**src/rtl/sc_frogger_game_controller.sv**
```systemverilog
// Frogger game-sequencing FSM: start/press handling, step/clear/respawn pulses,
// and level/lives bookkeeping driven by the last-register comparator result.
module sc_frogger_game_controller #(
    parameter int unsigned LEVEL_WIDTH = 3,
    parameter int unsigned MAX_LEVEL   = 4,
    parameter int unsigned LIVES_WIDTH = 2,
    parameter int unsigned LIVES_INIT  = 3
) (
    input  logic                   SC_FROGGERCTRL_CLOCK_50,
    input  logic                   SC_FROGGERCTRL_RESET_InLow,
    input  logic                   SC_FROGGERCTRL_start_InLow,
    input  logic                   SC_FROGGERCTRL_tick_In,
    input  logic [1:0]             SC_FROGGERCTRL_result_InBUS,
    output logic                   SC_FROGGERCTRL_step_Out,
    output logic                   SC_FROGGERCTRL_clear_Out,
    output logic                   SC_FROGGERCTRL_respawn_Out,
    output logic [LEVEL_WIDTH-1:0] SC_FROGGERCTRL_level_OutBUS,
    output logic [LIVES_WIDTH-1:0] SC_FROGGERCTRL_lives_OutBUS,
    output logic                   SC_FROGGERCTRL_gameover_Out,
    output logic                   SC_FROGGERCTRL_winner_Out
);

    localparam logic [LEVEL_WIDTH-1:0] LEVEL_LAST  = LEVEL_WIDTH'(MAX_LEVEL - 1);
    localparam logic [LIVES_WIDTH-1:0] LIVES_START = LIVES_WIDTH'(LIVES_INIT);
    localparam logic [LIVES_WIDTH-1:0] LIVES_ONE   = LIVES_WIDTH'(1);
    localparam logic [LEVEL_WIDTH-1:0] LEVEL_ONE   = LEVEL_WIDTH'(1);

    typedef enum logic [3:0] {
        S_IDLE, S_LOAD, S_PLAY, S_STEP, S_CHECK,
        S_HIT, S_RESPAWN, S_LEVELUP, S_GAMEOVER, S_WON
    } state_t;

    state_t state, next_state;

    logic                   clk, rst_n;
    logic [2:0]             sync;
    logic                   press;
    logic [LEVEL_WIDTH-1:0] level;
    logic [LIVES_WIDTH-1:0] lives;
    logic                   step_d, clear_d, respawn_d, gameover_d, winner_d;

    assign clk   = SC_FROGGERCTRL_CLOCK_50;
    assign rst_n = SC_FROGGERCTRL_RESET_InLow;

    // Two-flop synchronizer plus edge flop; press is one cycle per falling edge.
    always_ff @(posedge clk or negedge rst_n) begin
        if (!rst_n) sync <= 3'b111;
        else        sync <= {sync[1:0], SC_FROGGERCTRL_start_InLow};
    end

    assign press = ~sync[1] & sync[2];

    always_ff @(posedge clk or negedge rst_n) begin
        if (!rst_n) state <= S_IDLE;
        else        state <= next_state;
    end

    always_comb begin
        next_state = state;
        case (state)
            S_IDLE:     if (press) next_state = S_LOAD;
            S_LOAD:     next_state = S_PLAY;
            S_PLAY:     if (SC_FROGGERCTRL_tick_In) next_state = S_STEP;
            S_STEP:     next_state = S_CHECK;
            S_CHECK: begin
                case (SC_FROGGERCTRL_result_InBUS)
                    2'b00:   next_state = S_LEVELUP;
                    2'b10:   next_state = S_HIT;
                    default: next_state = S_PLAY;
                endcase
            end
            S_HIT:      next_state = (lives <= LIVES_ONE) ? S_GAMEOVER : S_RESPAWN;
            S_RESPAWN:  next_state = S_PLAY;
            S_LEVELUP:  next_state = (level == LEVEL_LAST) ? S_WON : S_LOAD;
            S_GAMEOVER: if (press) next_state = S_IDLE;
            S_WON:      if (press) next_state = S_IDLE;
            default:    next_state = S_IDLE;
        endcase
    end

    // Outputs are decoded from the upcoming state so the flops track the state register.
    always_comb begin
        step_d     = 1'b0;
        clear_d    = 1'b0;
        respawn_d  = 1'b0;
        gameover_d = 1'b0;
        winner_d   = 1'b0;
        case (next_state)
            S_STEP:     step_d     = 1'b1;
            S_LOAD:     clear_d    = 1'b1;
            S_RESPAWN:  respawn_d  = 1'b1;
            S_GAMEOVER: gameover_d = 1'b1;
            S_WON:      winner_d   = 1'b1;
            default:    ;
        endcase
    end

    always_ff @(posedge clk or negedge rst_n) begin
        if (!rst_n) begin
            SC_FROGGERCTRL_step_Out     <= 1'b0;
            SC_FROGGERCTRL_clear_Out    <= 1'b0;
            SC_FROGGERCTRL_respawn_Out  <= 1'b0;
            SC_FROGGERCTRL_gameover_Out <= 1'b0;
            SC_FROGGERCTRL_winner_Out   <= 1'b0;
        end else begin
            SC_FROGGERCTRL_step_Out     <= step_d;
            SC_FROGGERCTRL_clear_Out    <= clear_d;
            SC_FROGGERCTRL_respawn_Out  <= respawn_d;
            SC_FROGGERCTRL_gameover_Out <= gameover_d;
            SC_FROGGERCTRL_winner_Out   <= winner_d;
        end
    end

    // Saturating level/lives counters; they only move in IDLE, HIT and LEVELUP.
    always_ff @(posedge clk or negedge rst_n) begin
        if (!rst_n) begin
            level <= '0;
            lives <= LIVES_START;
        end else begin
            case (state)
                S_IDLE: begin
                    if (press) begin
                        level <= '0;
                        lives <= LIVES_START;
                    end
                end
                S_HIT: begin
                    if (lives <= LIVES_ONE) lives <= '0;
                    else                    lives <= lives - LIVES_ONE;
                end
                S_LEVELUP: begin
                    if (level != LEVEL_LAST) level <= level + LEVEL_ONE;
                end
                default: ;
            endcase
        end
    end

    assign SC_FROGGERCTRL_level_OutBUS = level;
    assign SC_FROGGERCTRL_lives_OutBUS = lives;

endmodule
```
**config.mk**
```make
export PLATFORM = sky130hd
export DESIGN_NAME = sc_frogger_game_controller
export DESIGN_NICKNAME = d
export VERILOG_FILES = /design/src/rtl/sc_frogger_game_controller.sv
export SDC_FILE = /design/constraint.sdc
export NUM_CORES = 1
export LEC_CHECK = 0
export ABC_AREA = 1
export ABC_CLOCK_PERIOD_IN_PS = 1600
export BUFFER_PORTS_ARGS = -buffer_cell sky130_fd_sc_hd__buf_2
export CORE_UTILIZATION = 40
export DETAILED_ROUTE_END_ITERATION = 7
export HOLD_SLACK_MARGIN = 0.08
export PLACE_DENSITY = 0.59
export SETUP_SLACK_MARGIN = 0.2
export SLEW_MARGIN = 10
export SYNTH_ARGS = -nofsm -noshare
export SYNTH_HDL_FRONTEND = slang
export SYNTH_SLANG_ARGS = --single-unit
```
**constraint.sdc**
```tcl
create_clock -name SC_FROGGERCTRL_CLOCK_50 -period 1.6 [get_ports SC_FROGGERCTRL_CLOCK_50]
set_input_delay 0.16 -clock SC_FROGGERCTRL_CLOCK_50 [delete_from_list [all_inputs] [get_ports SC_FROGGERCTRL_CLOCK_50]]
set_output_delay 0.16 -clock SC_FROGGERCTRL_CLOCK_50 [all_outputs]
set_load 0.03 [all_outputs]
```
### Word level (Yosys, flattened, before mapping)

Cells that the tools add are included.

| word-level totals | value |
|---|---|
| bits in registers | 17 |
| output and inout port bits | 10 |
| input bits | 6 |
| logic and storage cells | 59 |

| cells by class | value |
|---|---|
| mux-type cells | 18 |
| reduce and logical (&&, ||, !) cells | 8 |
| equality and inequality tests | 19 |
| magnitude comparators | 1 |
| bitwise logic cells | 2 |
| add/sub/neg operators | 2 |

Operators by type and width:

| cell | number |
|---|---|
| $pmux 4 s8 | 1 |
| $eq 4x3->1 const B | 5 |
| $mux 4 | 5 |
| $eq 4x4->1 const B | 4 |
| $eq 4x2->1 const B | 3 |
| $pmux 3 s2 | 2 |
| $eq 4x1->1 const B | 2 |
| $mux 3 | 2 |
| $mux 1 | 5 |
| $logic_not 4->1 | 1 |
| $mux 2 | 2 |
| $ne 2x2->1 const B | 2 |
| $pmux 2 s2 | 1 |
| $reduce_bool 2->1 | 2 |
| $reduce_or 2->1 | 2 |
| $add 3x1->3 const B | 1 |
| $eq 3x2->1 const B | 1 |
| $ne 3x2->1 const B | 1 |
| $reduce_and 3->1 | 1 |
| $eq 2x2->1 const B | 1 |
| $le 2x1->1 const B | 1 |
| $logic_not 2->1 | 1 |
| $reduce_and 2->1 | 1 |
| $sub 2x1->2 const B | 1 |
| other kinds (2) | 2 |

### Depth between registers and ports, before layout

| depth | value |
|---|---|
| depth in word-level cells | 6 |
| gate-level depth with buffers | 8 |
| gate-level depth less buffers | 8 |

### Worst setup path before layout

No wires, ideal clock.

| timing path | value |
|---|---|
| path kind | register -> register |
| start | register level[0] (netlist: SC_FROGGERCTRL_level_OutBUS[0]) |
| end | register SC_FROGGERCTRL_gameover_Out |
| path slack | 90 ps |
| library setup time | 130 ps |
| arrival | 1,380 ps |
| stages on the path, launching flop included | 7 |
| data required time | 1,470 ps |
| period minus slack after synthesis | 1,510 ps |
| path buffers | 0 |
| path through | dfrtp_1 ha_1 ha_1 inv_1 nor2_1 nor3_1 nor2_1 |

| between the ends | value |
|---|---|
| longest elaborated chain between the ends | 5 |

RTL lines:

| item | RTL line | text |
|---|---|---|
| from (decl) | 38 | `logic [LEVEL_WIDTH-1:0] level;` |
| from (signal assigned) | 132 | `if (level != LEVEL_LAST) level <= level + LEVEL_ONE;` |
| $eq 3x2->1 | 74 | `S_LEVELUP: next_state = (level == LEVEL_LAST) ? S_WON : S_LOAD;` |
| $mux 4 | 74 |  |
| $pmux 4 s8 | 60 | `case (state)` |
| $eq 4x4->1 | 88 | `case (next_state)` |
| $mux 1 | 88 |  |
| named net gameover_d | 40 | `logic step_d, clear_d, respawn_d, gameover_d, winner_d;` |
| to (signal assigned) | 109 | `SC_FROGGERCTRL_gameover_Out <= gameover_d;` |
| to (decl) | 19 | `output logic SC_FROGGERCTRL_gameover_Out,` |

The timed path passes the listed nets, and every way through them passes these cells.
A chain may end at the register's enable or synchronous reset.

### Worst setup path after layout

Same ends and word-level chain as after synthesis.

==> results.yml <==
finish:
  fin_area_um2: 942
  layout.cells.non_filler: 136
  syn_to_final_growth_pct: 25.7
  fill_cells: 174
  layout.nets: 120
  diodes: 0
  drive_gt1_share_pct: 34.2
setup_path:
  cp-end-kind: "register"
  crit_path_start_kind: "register"
  reg2reg_setup_slack_ns: 0.28
  r2r_cells: 6
  r2r-end: "SC_FROGGERCTRL_gameover_Out$_DFF_PN0_"
  r2r_start: "SC_FROGGERCTRL_level_OutBUS[0]$_DFFE_PN0P_"
  worstSetupPathType: "reg -> reg"
  cp.arrival_ns: 1.49
  worstPathMaxFanout: 3
  critPathRequiredTime_ns: 1.77
placement:
  hpwl_um: 946
  placed_area_um2: 863
  globalplace.congestion: 0.827
  dp.cells: 127
  numPortBuffers: 15
floorplanning:
  num_rows: 15
  io_pins: 16
  core_area_um2: 1750
  die_h_um: 45.3
  die_area_um2: 2050
  initial_utilization_pct: 42.9
  dieWidth_um: 45.3
min_path:
  min_path_cells: 3
  min-delay-start: "SC_FROGGERCTRL_tick_In"
  hp-class: "in -> reg"
  min_to: "SC_FROGGERCTRL_step_Out$_DFF_PN0_"
clock_network:
  root_buffer: "clkbuf_4"
  clk_path_buf_depth: 2
  cts_made_buffers: 3
  tritoncts: "built"
  htreeDepth: 1
  clock-sinks: 17
  clock_latency_ns: 0.28
  clkSlewWorstSetupHoldPaths_ns: 0.09
synth:
  synth_fp_nets: 95
  ys_top_cells_by_area: "dfrtp_1 (40%), dfstp_2 (18%), nand2_1 (9.0%)"
  yosys.area.top_type: "dfrtp_1"
  seq_area_frac_synth_pct: 57.6
  synth_cells: 87
  syn_area_um2: 749
  ys_ff_latch: 17
  avgSynthCellArea_um2: 8.61
  ys_warn_count: 0
  ys_types: 16
  synth_top_area_share_pct: 40.1
job:
  cap_violations: 0
pwr:
  seqPwrFrac_pct: 45.3
  p_leak_nw: 0.539
  p_sw_w: 0.000558
  intPower_w: 0.000809
  powerDensity_nw_per_um2: 1450
  peakVddDrop_mv: 0.663
  comb_power_share_pct: 38.4
  swShare_pct: 40.8
  p_clk_share_pct: 16.2
global_routing:
  grt-ovfl-total: 0
  grt_usage_pct: 14.9
  grt_pass1_vias: 516
  grt_max_degree: 18
  grt_pass1_wl_mm: 2.13
  grt_antenna_before_repair: 0
timing:
  rsz0062_at_grt: "yes"
  finalCritPeriodShare_pct: 82.4
  tightest_slew_ns: 0.372
  fmax_mhz: 759
  skew_ns: 0.00124
  slew_headroom_pct: 75.2
  drv_slew: 0
  hold_viol: 0
  period_needed_ns: 1.32
  setup_viol: 0
  tns_ns: 0
detailed_routing:
  routed_wl_mm: 1.35
  routed_via_density: 4.43
  post_drt_wl_per_cell_um: 9.96
  drc_errors: 0
  first_iter_violations: 10
  route.vias.total: 602
  first_pass_iters: 4
  drtAntennaViolNets: 0
run_status:
  outcome: "completed"
critical path, cell delays in order, from the launching register on:
cell	delay [ns]
dfrtp_2	0.42
ha_2	0.18
ha_2	0.17
inv_2	0.06
nor2_2	0.05
nor3_2	0.24
nor2_1	0.08
per-layer routing:
layer / track usage (%) / part of all wire (%) / vias to the layer above
li1: - / - / 319
met1: 21.4 / 51 / 270
met2: 20.9 / 45 / 11
met3: 2.40 / 3.7 / 2
met4: 9.09 / 0.96 / 0
met5: 0 / 0 / -
flip-flops by register name, summed over array words and instances, names as in the netlist:
name and cells:
SC_FROGGERCTRL_step_Out 1, SC_FROGGERCTRL_clear_Out 1, SC_FROGGERCTRL_level_OutBUS 3, SC_FROGGERCTRL_respawn_Out 1
SC_FROGGERCTRL_winner_Out 1, SC_FROGGERCTRL_gameover_Out 1, sync 3, state 4
SC_FROGGERCTRL_lives_OutBUS 2
final cells by class:
class	count	area [um^2]	area share, %
inverter	18	67.6	7.17
multi-input combinational	52	265	28.2
sequential	17	434	46.1
tap	25	31.3	3.32
clock buffer	4	26.3	2.79
timing repair buffer	20	118	12.5
power by group through the flow:
stage / sequential, W / clock [W] / combinational [W]
detailed placement: 0.000629 / 0 / 0.000500
CTS: 0.000618 / 0.000230 / 0.000518
global placement: 0.000628 / 0 / 0.000504
global route: 0.000637 / 0.000245 / 0.000594
finish: 0.000620 / 0.000222 / 0.000525
floorplan: 0.000737 / 0 / 0.000261
stage by stage:
stage                     util, %  hold slack [ns]  total power (W)  setup WS, ns
final                        54.0            0.135          0.00137         0.282
after global routing         54.0            0.150          0.00148         0.167
after CTS                    52.5            0.125          0.00137         0.204
after detailed placement     49.5            0.101          0.00113         0.167
after global placement       49.5            0.103          0.00113         0.260
after floorplan                 -           -0.136         0.000998         0.211
cells in the mapped netlist (all sizes together):
library cell and n:
o311ai 1, or2 1, dfrtp 12, nand3 7, nor3 2, a21oi 2
nor2 14, o21ai 4, dfstp 5, ha 2, nand4 1, inv 18
nand2 18
worst max-delay path by stage:
stage,depth (start not counted),end,start
2_1_floorplan,6,SC_FROGGERCTRL_gameover_Out$_DFF_PN0_,SC_FROGGERCTRL_level_OutBUS[0]$_DFFE_PN0P_
3_3_place_gp,6,SC_FROGGERCTRL_gameover_Out$_DFF_PN0_,SC_FROGGERCTRL_level_OutBUS[0]$_DFFE_PN0P_
3_5_place_dp,6,SC_FROGGERCTRL_winner_Out$_DFF_PN0_,SC_FROGGERCTRL_level_OutBUS[0]$_DFFE_PN0P_
4_1_cts,6,SC_FROGGERCTRL_gameover_Out$_DFF_PN0_,SC_FROGGERCTRL_level_OutBUS[0]$_DFFE_PN0P_
5_1_grt,7,SC_FROGGERCTRL_level_OutBUS[0]$_DFFE_PN0P_,state[3]$_DFF_PN0_
6_report,6,SC_FROGGERCTRL_gameover_Out$_DFF_PN0_,SC_FROGGERCTRL_level_OutBUS[0]$_DFFE_PN0P_
layout by cell type, fill, tap and decap left out, types with 2 or more instances in the layout:
| master | synthesis | final |
|---|---|---|
| dlygate4sd3_1 | 0 | 2 |
| ha_2 | 0 | 2 |
| a21oi_1 | 2 | 2 |
| nand2_1 | 18 | 18 |
| dfstp_2 | 5 | 5 |
| nand3_1 | 6 | 6 |
| dfrtp_2 | 0 | 2 |
| buf_4 | 0 | 3 |
| o21ai_0 | 3 | 3 |
| buf_2 | 0 | 15 |
| inv_1 | 16 | 15 |
| nor2_1 | 14 | 12 |
| nor2_2 | 0 | 2 |
| dfrtp_1 | 12 | 10 |
| clkbuf_4 | 0 | 3 |
| inv_2 | 2 | 3 |
cell families (layout without fill, tap and decap cells):
kind of cell / after synthesis / count (layout) / synth area share [%]
compound gates: 7 / 7 / 5.68
fa+ha+maj: 2 / 2 / 3.34
buf+inv: 18 / 42 / 9.02
flops: 17 / 17 / 57.6
simple gates: 43 / 43 / 24.4
what timing repair did:
item / CTS / global route
buffers inserted: 1 / 2
endpoints found under the hold margin: 13 / 0
endpoints found under the setup margin: 3 / 6
cloned: 0 / 0
hold buffers: 2 / 0
resized for setup: 1 / 4
pin swaps: 3 / 2
No activity file was read; power rests on OpenSTA's default activity.
